File: config.mk
export PLATFORM = sky130hd
export DESIGN_NAME = cache_port_arbiter
export DESIGN_NICKNAME = d
export VERILOG_FILES = /design/src/rtl/cache_port_arbiter.sv
export SDC_FILE = /design/constraint.sdc
export NUM_CORES = 1
export LEC_CHECK = 0
export CELL_PAD_IN_SITES_DETAIL_PLACEMENT = 0
export CELL_PAD_IN_SITES_GLOBAL_PLACEMENT = 1
export CORE_ASPECT_RATIO = 1.2
export CORE_MARGIN = 2
export CORE_UTILIZATION = 32
export DETAILED_ROUTE_END_ITERATION = 6
export GPL_ROUTABILITY_DRIVEN = 0
export PLACE_DENSITY = 0.93
export SLEW_MARGIN = 20
export SYNTH_ARGS = -nofsm -noshare
export SYNTH_HDL_FRONTEND = slang
export SYNTH_SLANG_ARGS = --single-unit
File: constraint.sdc
create_clock -name clk -period 2.1 [get_ports clk]
set_input_delay 0.315 -clock clk [delete_from_list [all_inputs] [get_ports clk]]
set_output_delay 0.315 -clock clk [all_outputs]
set_load 0.01 [all_outputs]
File: src/rtl/cache_port_arbiter.sv
`default_nettype none
// ============================================================================
// Module   : cache_port_arbiter
// Purpose  : Round-robin arbiter sharing one cache controller port between
//            NUM_PORTS requesters, with malformed-request and timeout errors.
// Revision : 1.0 - initial release
// ============================================================================
module cache_port_arbiter #(
    parameter int NUM_PORTS      = 2,
    parameter int ADDRESS_WIDTH  = 32,
    parameter int DATA_WIDTH     = 32,
    parameter int TIMEOUT_CYCLES = 255
) (
    input  logic                               clk,
    input  logic                               reset_n,
    input  logic [NUM_PORTS-1:0]               port_req,
    input  logic [NUM_PORTS-1:0]               port_read,
    input  logic [NUM_PORTS-1:0]               port_write,
    input  logic [NUM_PORTS*ADDRESS_WIDTH-1:0] port_addr,
    input  logic [NUM_PORTS*DATA_WIDTH-1:0]    port_wdata,
    output logic [NUM_PORTS-1:0]               port_grant,
    output logic [NUM_PORTS-1:0]               port_done,
    output logic [NUM_PORTS-1:0]               port_error,
    output logic [DATA_WIDTH-1:0]              port_rdata,
    output logic                               ctrl_request,
    output logic                               ctrl_read,
    output logic                               ctrl_write,
    output logic [ADDRESS_WIDTH-1:0]           ctrl_addr,
    output logic [DATA_WIDTH-1:0]              ctrl_wdata,
    input  logic                               ctrl_done,
    input  logic [DATA_WIDTH-1:0]              ctrl_rdata,
    output logic                               busy
);

    localparam int          PTR_W        = $clog2(NUM_PORTS);
    localparam logic [15:0] TIMEOUT_LAST = 16'(TIMEOUT_CYCLES - 1);
    localparam logic [NUM_PORTS-1:0] ONE = {{(NUM_PORTS-1){1'b0}}, 1'b1};

    typedef enum logic [1:0] {
        IDLE    = 2'd0,
        ISSUE   = 2'd1,
        WAIT    = 2'd2,
        RESPOND = 2'd3
    } state_t;

    state_t               state;
    state_t               state_next;
    logic [PTR_W-1:0]     rr_ptr;
    logic [PTR_W-1:0]     owner;
    logic [PTR_W-1:0]     owner_next;
    logic [PTR_W-1:0]     sel_idx;
    logic                 sel_found;
    logic [NUM_PORTS-1:0] malformed;
    logic [NUM_PORTS-1:0] sel_onehot;
    logic [NUM_PORTS-1:0] owner_onehot;
    logic [15:0]          tcount;
    logic                 timeout_hit;

    // Round-robin scan starting at rr_ptr; malformed requests are never picked.
    always_comb begin
        int j;
        j         = 0;
        sel_found = 1'b0;
        sel_idx   = '0;
        malformed = port_req & ~(port_read ^ port_write);
        for (int i = 0; i < NUM_PORTS; i++) begin
            j = int'(rr_ptr) + i;
            if (j >= NUM_PORTS) begin
                j = j - NUM_PORTS;
            end
            if (!sel_found && port_req[j] && (port_read[j] ^ port_write[j])) begin
                sel_found = 1'b1;
                sel_idx   = PTR_W'(j);
            end
        end
    end

    assign sel_onehot   = ONE << sel_idx;
    assign owner_onehot = ONE << owner;
    assign owner_next   = (owner == PTR_W'(NUM_PORTS - 1)) ? '0 : owner + PTR_W'(1);
    // ctrl_done on the final WAIT cycle takes priority over the timeout.
    assign timeout_hit  = (state == WAIT) && !ctrl_done && (tcount == TIMEOUT_LAST);

    always_ff @(posedge clk or negedge reset_n) begin
        if (!reset_n) begin
            state <= IDLE;
        end else begin
            state <= state_next;
        end
    end

    always_comb begin
        state_next = state;
        unique case (state)
            IDLE:    if (sel_found) state_next = ISSUE;
            ISSUE:   state_next = WAIT;
            WAIT: begin
                if (ctrl_done) begin
                    state_next = RESPOND;
                end else if (timeout_hit) begin
                    state_next = IDLE;
                end
            end
            RESPOND: state_next = IDLE;
            default: state_next = IDLE;
        endcase
    end

    // Every output is driven from this register stage, so each pulse lines up
    // with the state it belongs to rather than the state that produced it.
    always_ff @(posedge clk or negedge reset_n) begin
        if (!reset_n) begin
            rr_ptr       <= '0;
            owner        <= '0;
            tcount       <= '0;
            port_grant   <= '0;
            port_done    <= '0;
            port_error   <= '0;
            port_rdata   <= '0;
            ctrl_request <= 1'b0;
            ctrl_read    <= 1'b0;
            ctrl_write   <= 1'b0;
            ctrl_addr    <= '0;
            ctrl_wdata   <= '0;
            busy         <= 1'b0;
        end else begin
            port_grant   <= '0;
            port_done    <= '0;
            port_error   <= '0;
            ctrl_request <= 1'b0;
            busy         <= (state_next != IDLE);
            unique case (state)
                IDLE: begin
                    port_error <= malformed;
                    if (sel_found) begin
                        owner        <= sel_idx;
                        port_grant   <= sel_onehot;
                        ctrl_request <= 1'b1;
                        ctrl_read    <= port_read[sel_idx];
                        ctrl_write   <= port_write[sel_idx];
                        ctrl_addr    <= port_addr[sel_idx*ADDRESS_WIDTH +: ADDRESS_WIDTH];
                        ctrl_wdata   <= port_wdata[sel_idx*DATA_WIDTH +: DATA_WIDTH];
                    end
                end
                ISSUE: begin
                    tcount <= '0;
                end
                WAIT: begin
                    if (ctrl_done || timeout_hit) begin
                        ctrl_read  <= 1'b0;
                        ctrl_write <= 1'b0;
                        ctrl_addr  <= '0;
                        ctrl_wdata <= '0;
                    end
                    if (ctrl_done) begin
                        port_done <= owner_onehot;
                        if (ctrl_read) begin
                            port_rdata <= ctrl_rdata;
                        end
                    end else if (timeout_hit) begin
                        port_error <= owner_onehot;
                        rr_ptr     <= owner_next;
                    end else begin
                        tcount <= tcount + 16'd1;
                    end
                end
                RESPOND: begin
                    rr_ptr <= owner_next;
                end
                default: ;
            endcase
        end
    end

endmodule
`default_nettype wire
==> summary.md, run 1 <==
The flow ran to the end, and the final reports show no timing, DRC or antenna violations. The worst-skew pair later-pin latency came out at 0.42 ns. The clock transition at the registers of the reported paths was 0.06 ns; the net count of the mapped netlist was 704. The highest layer touched by signal routing is met4. The floorplan step set the die height to 158 um. The tools report the number of placed cells counting well taps as 1071. For the number of nets with antenna violations after routing, the log shows 0. The required time of the critical path was 2.39 ns.

The post-route minimum period was 1.93 ns; the peak per-stage delay on the critical path was 0.38 ns. For this run, design rule violations remaining after detail routing come to 0. A synthesized cell averages 11.8 um2. The signal arrival time at the worst endpoint was 2.22 ns; the fmax was 0.518 GHz. The via count of the first global-routing pass was 5565.

At the pin with the least slew margin, the transition time is 0.481 ns. Yosys synthesis warning count: 0. Synthesized flop and latch total: 126. The wire length per cell was 17.0 um; the share of cells above drive strength 1 was 10.3%. The routed design uses 9.51 mm of met2 wire. The largest individual stage delay along the critical path comes from the cell dfrtp_1.

For this run, the leading register cell type out of synthesis is dfrtp_1. For the core footprint, the log shows 0.0194 mm2. Across every metal layer, demand over resource in global routing totals 18.5%. Input and output buffers added on the ports amount to 274.

Relative to the synthesized area, the layout overhead comes to 63.3%. The category of the worst setup path capture point was a register. The via count was 5391; the clock buffer count from CTS was 17. Setup violations remaining at the end of the flow were counted as 0. The tools report the buffer depth of the longest clock path as 2. The critical setup path kind is reg2reg. Between clock sinks in the finished design, the worst skew comes to 0.0125 ns. The half-perimeter wire length after detailed placement was 14.0 mm; the initial cell density of the core was 32.4%. The max-cap violation count was 0; the leakage power figure was 4.91 nW.

The run gives 30.1 mm as the global-route wire length before repair. The first detailed-routing pass ran for 4 iterations. The remaining global-route overflow is 0. Post-CTS timing repair inserted 0 buffers for setup. The power density of the placed cells came out at 1220 mW/mm2. Entering global routing, the biggest net connects 71 pins.

For the filler-free cell count of the finished design, the log shows 1104. The max-slew violation count was 0. Post-CTS repair changed the size of 0 cells. Setup repair after global routing left no endpoint under its margin.

The violation count after the first detailed-route iteration was 214; the area of the die was 0.0208 mm2. Initial antenna violation count: 0. The antenna diode instance count is 0, and the die span in x is 132 um. After the last flow step, the layout net total stands at 1001.

The tools report the post-synthesis instance total as 533. The min-delay analysis places its worst path in the category in2async. CTS placed an instance of clkbuf_16 at the clock tree root. For the number of clock sinks, the log shows 126. In this run the cell area of the synthesized design comes to 0.00628 mm2.

H-tree level count: 4. The critical path goes through inv_1, ha_1, and4b_1, and4_1, a21oi_1, or3_1. In this run the worst path has a maximum fanout of 5. TritonCTS built the clock tree.

Yosys mapped the design onto 53 distinct sky130hd cell types. STA classifies the critical path startpoint as a register. The number of endpoints with negative hold slack in the final report was 0; the period utilization was 91.9%. Number of enable flip-flop cells after synthesis: 0. The floorplan has 56 rows.

The completed layout was analyzed and its total power is 12.5 mW. The async set-reset flop share out of synthesis is 100%. The share of the Yosys chip area taken by registers is 50.2%. After detailed routing, the wire length on met1 is 7.63 mm. The routed design has 18.7 mm of wire.

In this run the tightest slew margin relative to its limit is 67.9%. 275 I/O pins were placed. VDD sags by at most 0.000528 V. The hold buffer count at cts is 1. The tools report the accumulated negative setup slack as 0 ns. Summed over all nets, wire length on met3 after detailed routing comes to 1.21 mm. After detailed routing, the number of vias per cell comes to 4.88.
==> report_power, final <==
group / switching (mW) / internal, mW
registers: 0.531 / 3.40
logic: 2.43 / 3.02
clock network: 1.20 / 1.95
==> worst paths after layout <==
| check | cells past startpoint | to | slack [ns] | from |
|---|---|---|---|---|
| setup / recovery | 6 | busy | 0.17 | tcount[0] |
| hold / removal | 2 | ctrl_addr[27] | 0.39 | reset_n |
| setup reg to reg | 6 | busy | 0.17 | tcount[0] |
| hold reg to reg | 1 | port_rdata[4] | 0.49 | port_rdata[4] |
| max in group asynchronous | 3 | port_rdata[28] | 1.11 | reset_n |
| min in group clk | 2 | port_rdata[2] | 0.48 | ctrl_rdata[2] |
==> logic make-up after synthesis <==
| kind of cell | Yosys count | synth area share [%] |
|---|---|---|
| muxes | 167 | 27.2 |
| DFF | 126 | 50.2 |
| AOI/OAI and AO/OA | 108 | 10.4 |
| and+or+nand+nor | 77 | 7.31 |
| buffers and inverters | 51 | 4.16 |
| xor gates and xnor gates | 2 | 0.279 |
| adders and majority gates | 2 | 0.398 |
==> cells in the mapped netlist (all sizes together) (2+ instances only) <==
library cell / instances / area [um2]
clkbuf: 14 / 52.6
ha: 2 / 25.0
and4: 6 / 52.6
o21a: 2 / 15.0
nand3b: 5 / 37.5
nor2b: 3 / 18.8
and2: 4 / 25.0
a311oi: 2 / 17.5
inv: 6 / 22.5
a21o: 2 / 15.0
a21oi: 10 / 50.1
nor2: 8 / 30.0
buf: 31 / 186
and3: 5 / 31.3
a32o: 3 / 30.0
nor4: 2 / 18.8
nor3b: 4 / 30.0
o211ai: 2 / 15.0
nand4: 7 / 43.8
a41oi: 3 / 33.8
a31oi: 4 / 25.0
mux2: 32 / 360
dfrtp: 126 / 3150
mux2i: 135 / 1350
or3: 2 / 12.5
o21ai: 69 / 345
nand3: 6 / 30.0
nand2: 12 / 45.0
nor3: 4 / 20.0
nand2b: 6 / 37.5
o311ai: 2 / 25.0
==> area by class of cell <==
class | instances | area (um2)
tap | 261 | 327
clock buffer | 18 | 439
clock inverter | 14 | 194
timing repair buffer | 323 | 3230
inverter | 6 | 22.5
sequential | 126 | 3150
fill | 1724 | 9150
multi-input combinational | 356 | 2900
==> cells in the final DEF, fill, tap and decap left out, types with 2 or more instances in the layout <==
master           netlist  final
a311oi_1               2      2
mux2_1                32     32
mux2i_1              135    135
and2_1                 4      4
clkdlybuf4s50_1        0    273
a32o_1                 3      3
a31oi_1                4      4
nand3b_1               5      5
dfrtp_1              126    126
inv_6                  0      5
o211ai_1               2      2
o21ai_1               47     47
nor2_1                 8      8
nor3b_1                4      4
or3_1                  2      2
o21ai_0               22     22
nand2_1               12     12
o21a_1                 2      2
a41oi_1                2      2
and4_1                 6      6
a21oi_1               10     10
inv_1                  5      5
bufinv_16              0      3
and3_1                 5      5
inv_8                  0      3
buf_4                  2     39
ha_1                   2      2
nand2b_1               6      5
clkbuf_16              0     17
nand4_1                7      7
clkinv_4               0      3
a21o_1                 2      2
nor2b_1                3      3
nand3_1                6      6
nor3_1                 4      4
buf_12                 0      9
==> sequential cells by signal (all words and copies together) (netlist names) <==
signal        cells
owner             1
port_grant        2
ctrl_write        1
busy              1
port_done         2
ctrl_read         1
ctrl_request      1
ctrl_wdata       32
port_rdata       32
port_error        2
tcount           16
ctrl_addr        32
state             2
rr_ptr            1
==> critical path, delay by kind of cell (launching register included) <==
kind                     cells  cell delay [ns]
AND/OR/NAND/NOR              3             0.98
AO/OA/AOI/OAI                1             0.20
buffers and inverters        1             0.10
flip-flops                   1             0.38
adder cells (fa/ha/maj)      1             0.14
==> per-layer routing <==
metal	vias to the layer above	track usage (%)
li1	2556	-
met1	2602	21.7
met2	208	32.2
met3	25	5.31
met4	0	6.88
met5	-	0
==> through the flow <==
step	util (%)	hold slack [ns]	setup slack, ns	instance area, um2
4_1_cts	52.9	0.399	0.155	10300
3_5_place_dp	49.6	0.274	-0.122	9620
6_report	52.9	0.387	0.171	10300
3_3_place_gp	49.6	0.267	-0.0598	9620
2_1_floorplan	-	0.0194	0.386	6280
5_1_grt	52.9	0.413	0.0566	10300
Power figures use the tool's default switching activity.
==> inputs of run 2 (changes only) <==
CORE_MARGIN = unset   (was 2)
clock period = 2.2 ns   (was 2.1 ns; I/O delays follow)
==> run 2 against run 1 <==
  * Utilization grew 1.0 points
  * Highest routed layer unchanged
  * Register-to-register slack gained 0.08 ns
  * Worst hold slack gained 0.017 ns
==> summary.md, run 2 (same netlist as run 1, synthesis figures left out) <==
The routed wire length was 19.0 mm (+1.6%). The area taken by multi-input logic gates is 0.00290 mm2 (unchanged), and the antenna diode instance count is 0 (unchanged). The category of the worst setup path launch point was a register.

Clock buffer count from CTS: 17 (unchanged). The power density of the placed cells is 1200 mW/mm2 (-1.9%). The run gives 48 (-32%) as the maximum number of pins on one net before global-route repair. TritonCTS built the clock tree. The tools report the worst clock skew on the final layout as 0.00854 ns (-0.00391 ns). The period utilization is 88.8% (-3.1 points). Number of top-level pins: 275 (unchanged). The average vias per placed instance was 4.97 (+1.7%). Setup repair after global routing left no endpoint under its margin. For the total area of sequential cells, the log shows 0.00315 mm2 (unchanged). Peak per-stage delay on the critical path: 0.63 ns (+0.25 ns). The buffer depth of the longest clock path was 2 (unchanged); the total of buffers placed on input and output ports was 274 (unchanged).

For the initial cell density of the core, the log shows 33.0% (+0.59 points). The post-route minimum period came out at 1.95 ns (+0.0245 ns). The largest registers in the layout are ctrl_addr x32, ctrl_wdata x32, port_rdata x32. Floorplan row count: 55 (-1.8%).

The tools report the total track usage as 19.5% (+0.99 points). The share of cells above drive strength 1 was 9.57% (-0.75 points); the fill cell instance count of the final layout was 1701 (-1.3%). The core footprint came out at 0.0191 mm2 (-1.8%). The die span in x works out to 130 um (-1.5%). The setup fix buffers added after clock tree synthesis came out at 0 (unchanged). The critical path goes through and2b_1, nand3_1, buf_4, mux2_1.

For this design, the slowest cell found on the critical path is dfrtp_1. The leakage power figure was 4.91 nW (about the same). The setup violation total in the final timing report was 0 (unchanged); the initial antenna violation count was 0 (unchanged). The run gives 5423 (+0.59%) as the via count. The clock transition at the registers of the reported paths was 0.06 ns (about the same). The violation count after the first detailed-route iteration was 163 (-24%); the total DRC errors in the routed layout was 0 (unchanged). Transition time of the tightest slew-check pin: 0.540 ns (+0.0586 ns). The critical path in this run is classified as reg2reg.

The number of nets with antenna violations after routing is 0 (unchanged), and the worst-skew pair later-pin latency is 0.41 ns (about the same). Fmax: 0.512 GHz (-1.3%). In this run the worst hold path is classified as in2async. For the final critical-path setup slack, the log shows 0.246 ns (+0.0755 ns). The library cells used most frequently in the layout, excluding fill and tap cells, are 273 x clkdlybuf4s50_1, 135 x mux2i_1, 126 x dfrtp_1, 47 x o21ai_1. The run finished with clean final reports. The largest driver fanout on the critical path was 32 (+27). The run gives 4 (unchanged) as the number of iterations in the first detailed-routing pass.

For the required time of the critical path, the log shows 2.49 ns (+0.10 ns). The post-placement setup slack was 0.0365 ns (+0.158 ns); the H-tree level count was 4 (unchanged). The leading cell type in the layout, fill and taps excluded is clkdlybuf4s50_1. The logs give 14.2 mm (+1.7%) for the half-perimeter wire length after detailed placement and 0 (unchanged) for the remaining global-route overflow.

The layout net count is 994 (-0.70%). STA classifies the critical path endpoint as a register. On the critical path the largest part of the delay comes from flip-flops. Height of the die: 156 um (-1.3%). The tools report the signal arrival time at the worst endpoint as 2.24 ns (+0.02 ns).

The logs give 0 (unchanged) for the number of endpoints with negative hold slack in the final report and 0.0103 mm2 (+0.16%) for the final instance area. The combined buffer and inverter count along the critical path is 1 (unchanged). Relative to the synthesized area, the layout overhead comes to 63.6%. The area of the die is 0.0202 mm2 (-2.8%), and the area of placed instances is 0.00956 mm2 (-0.61%). Clock tree synthesis selected as its root buffer the cell clkbuf_16. Wire length per cell: 17.4 um (+2.7%). The number of clock sinks came out at 126 (unchanged). The relative slew slack is 63.5% (-4.4 points).

For the worst voltage drop across the vdd grid, the log shows 0.000586 V (+11%). The run gives 0 (unchanged) as the max-slew violation count. The logs give 30.0 mm (-0.21%) for the global-route wire length before repair and 0 ns (unchanged) for the accumulated negative setup slack. The tools report the via count of the first global-routing pass as 5677 (+2.0%). For the max-cap violation count, the log shows 0 (unchanged).
[run 2: changes by cell type in the layout (fill, tap and decap cells not counted), sizes merged]
cell / previous run / this run
inv: 14 / 9
clkbuf: 18 / 17
buf: 49 / 42
bufinv: 3 / 7
clkinv: 3 / 5
[run 2: routing by layer]
metal / GRT usage (%) / wire length (um)
met1: 21.6 / 7350
met2: 34.5 / 9970
met3: 5.85 / 1310
met4: 7.70 / 399
met5: 0 / 0
[run 2: path summary, 6_finish.rpt]
check	from	end	slack (ns)	depth (start not counted)
max	state[0]	port_rdata[15]	0.25	4
min	reset_n	tcount[2]	0.40	2
max reg2reg	state[0]	port_rdata[15]	0.25	4
min reg2reg	port_rdata[4]	port_rdata[4]	0.49	1
max in group asynchronous	reset_n	ctrl_addr[14]	1.20	3
min in group clk	port_rdata[4]	port_rdata[4]	0.49	1
[run 2: repair_timing]
action / CTS / global route
hold endpoints to repair: 38 / 0
setup endpoints to repair: 0 / 0
gates resized for setup: 0 / 0
hold buffers: 1 / 0
[run 2: power by group]
part	leakage (nW)	switching, mW	internal [mW]
sequential	1.60	0.536	3.25
clock	0.344	1.11	2.26
combinational	2.97	2.31	2.85
total	4.91	3.96	8.36
[run 2: per-stage QoR]
| stage | instances | power (mW) | utilization, % | hold slack, ns |
|---|---|---|---|---|
| 3_5_place_dp | 1059 | 9.03 | 50.2 | 0.280 |
| 3_3_place_gp | 1059 | 8.90 | 50.2 | 0.279 |
| 4_1_cts | 1092 | 12.5 | 53.9 | 0.408 |
| 5_1_grt | 1092 | 13.0 | 53.9 | 0.414 |
| 6_report | 1092 | 12.3 | 53.9 | 0.404 |
| 2_1_floorplan | 533 | 6.12 | - | 0.0344 |
[run 2: final cells by class]
cell class,instances,area share (%)
clock buffer,17,4.14
clock inverter,15,2.75
inverter,6,0.219
multi-input combinational,356,28.2
sequential,126,30.7
tap,256,3.12
timing repair buffer,316,30.9
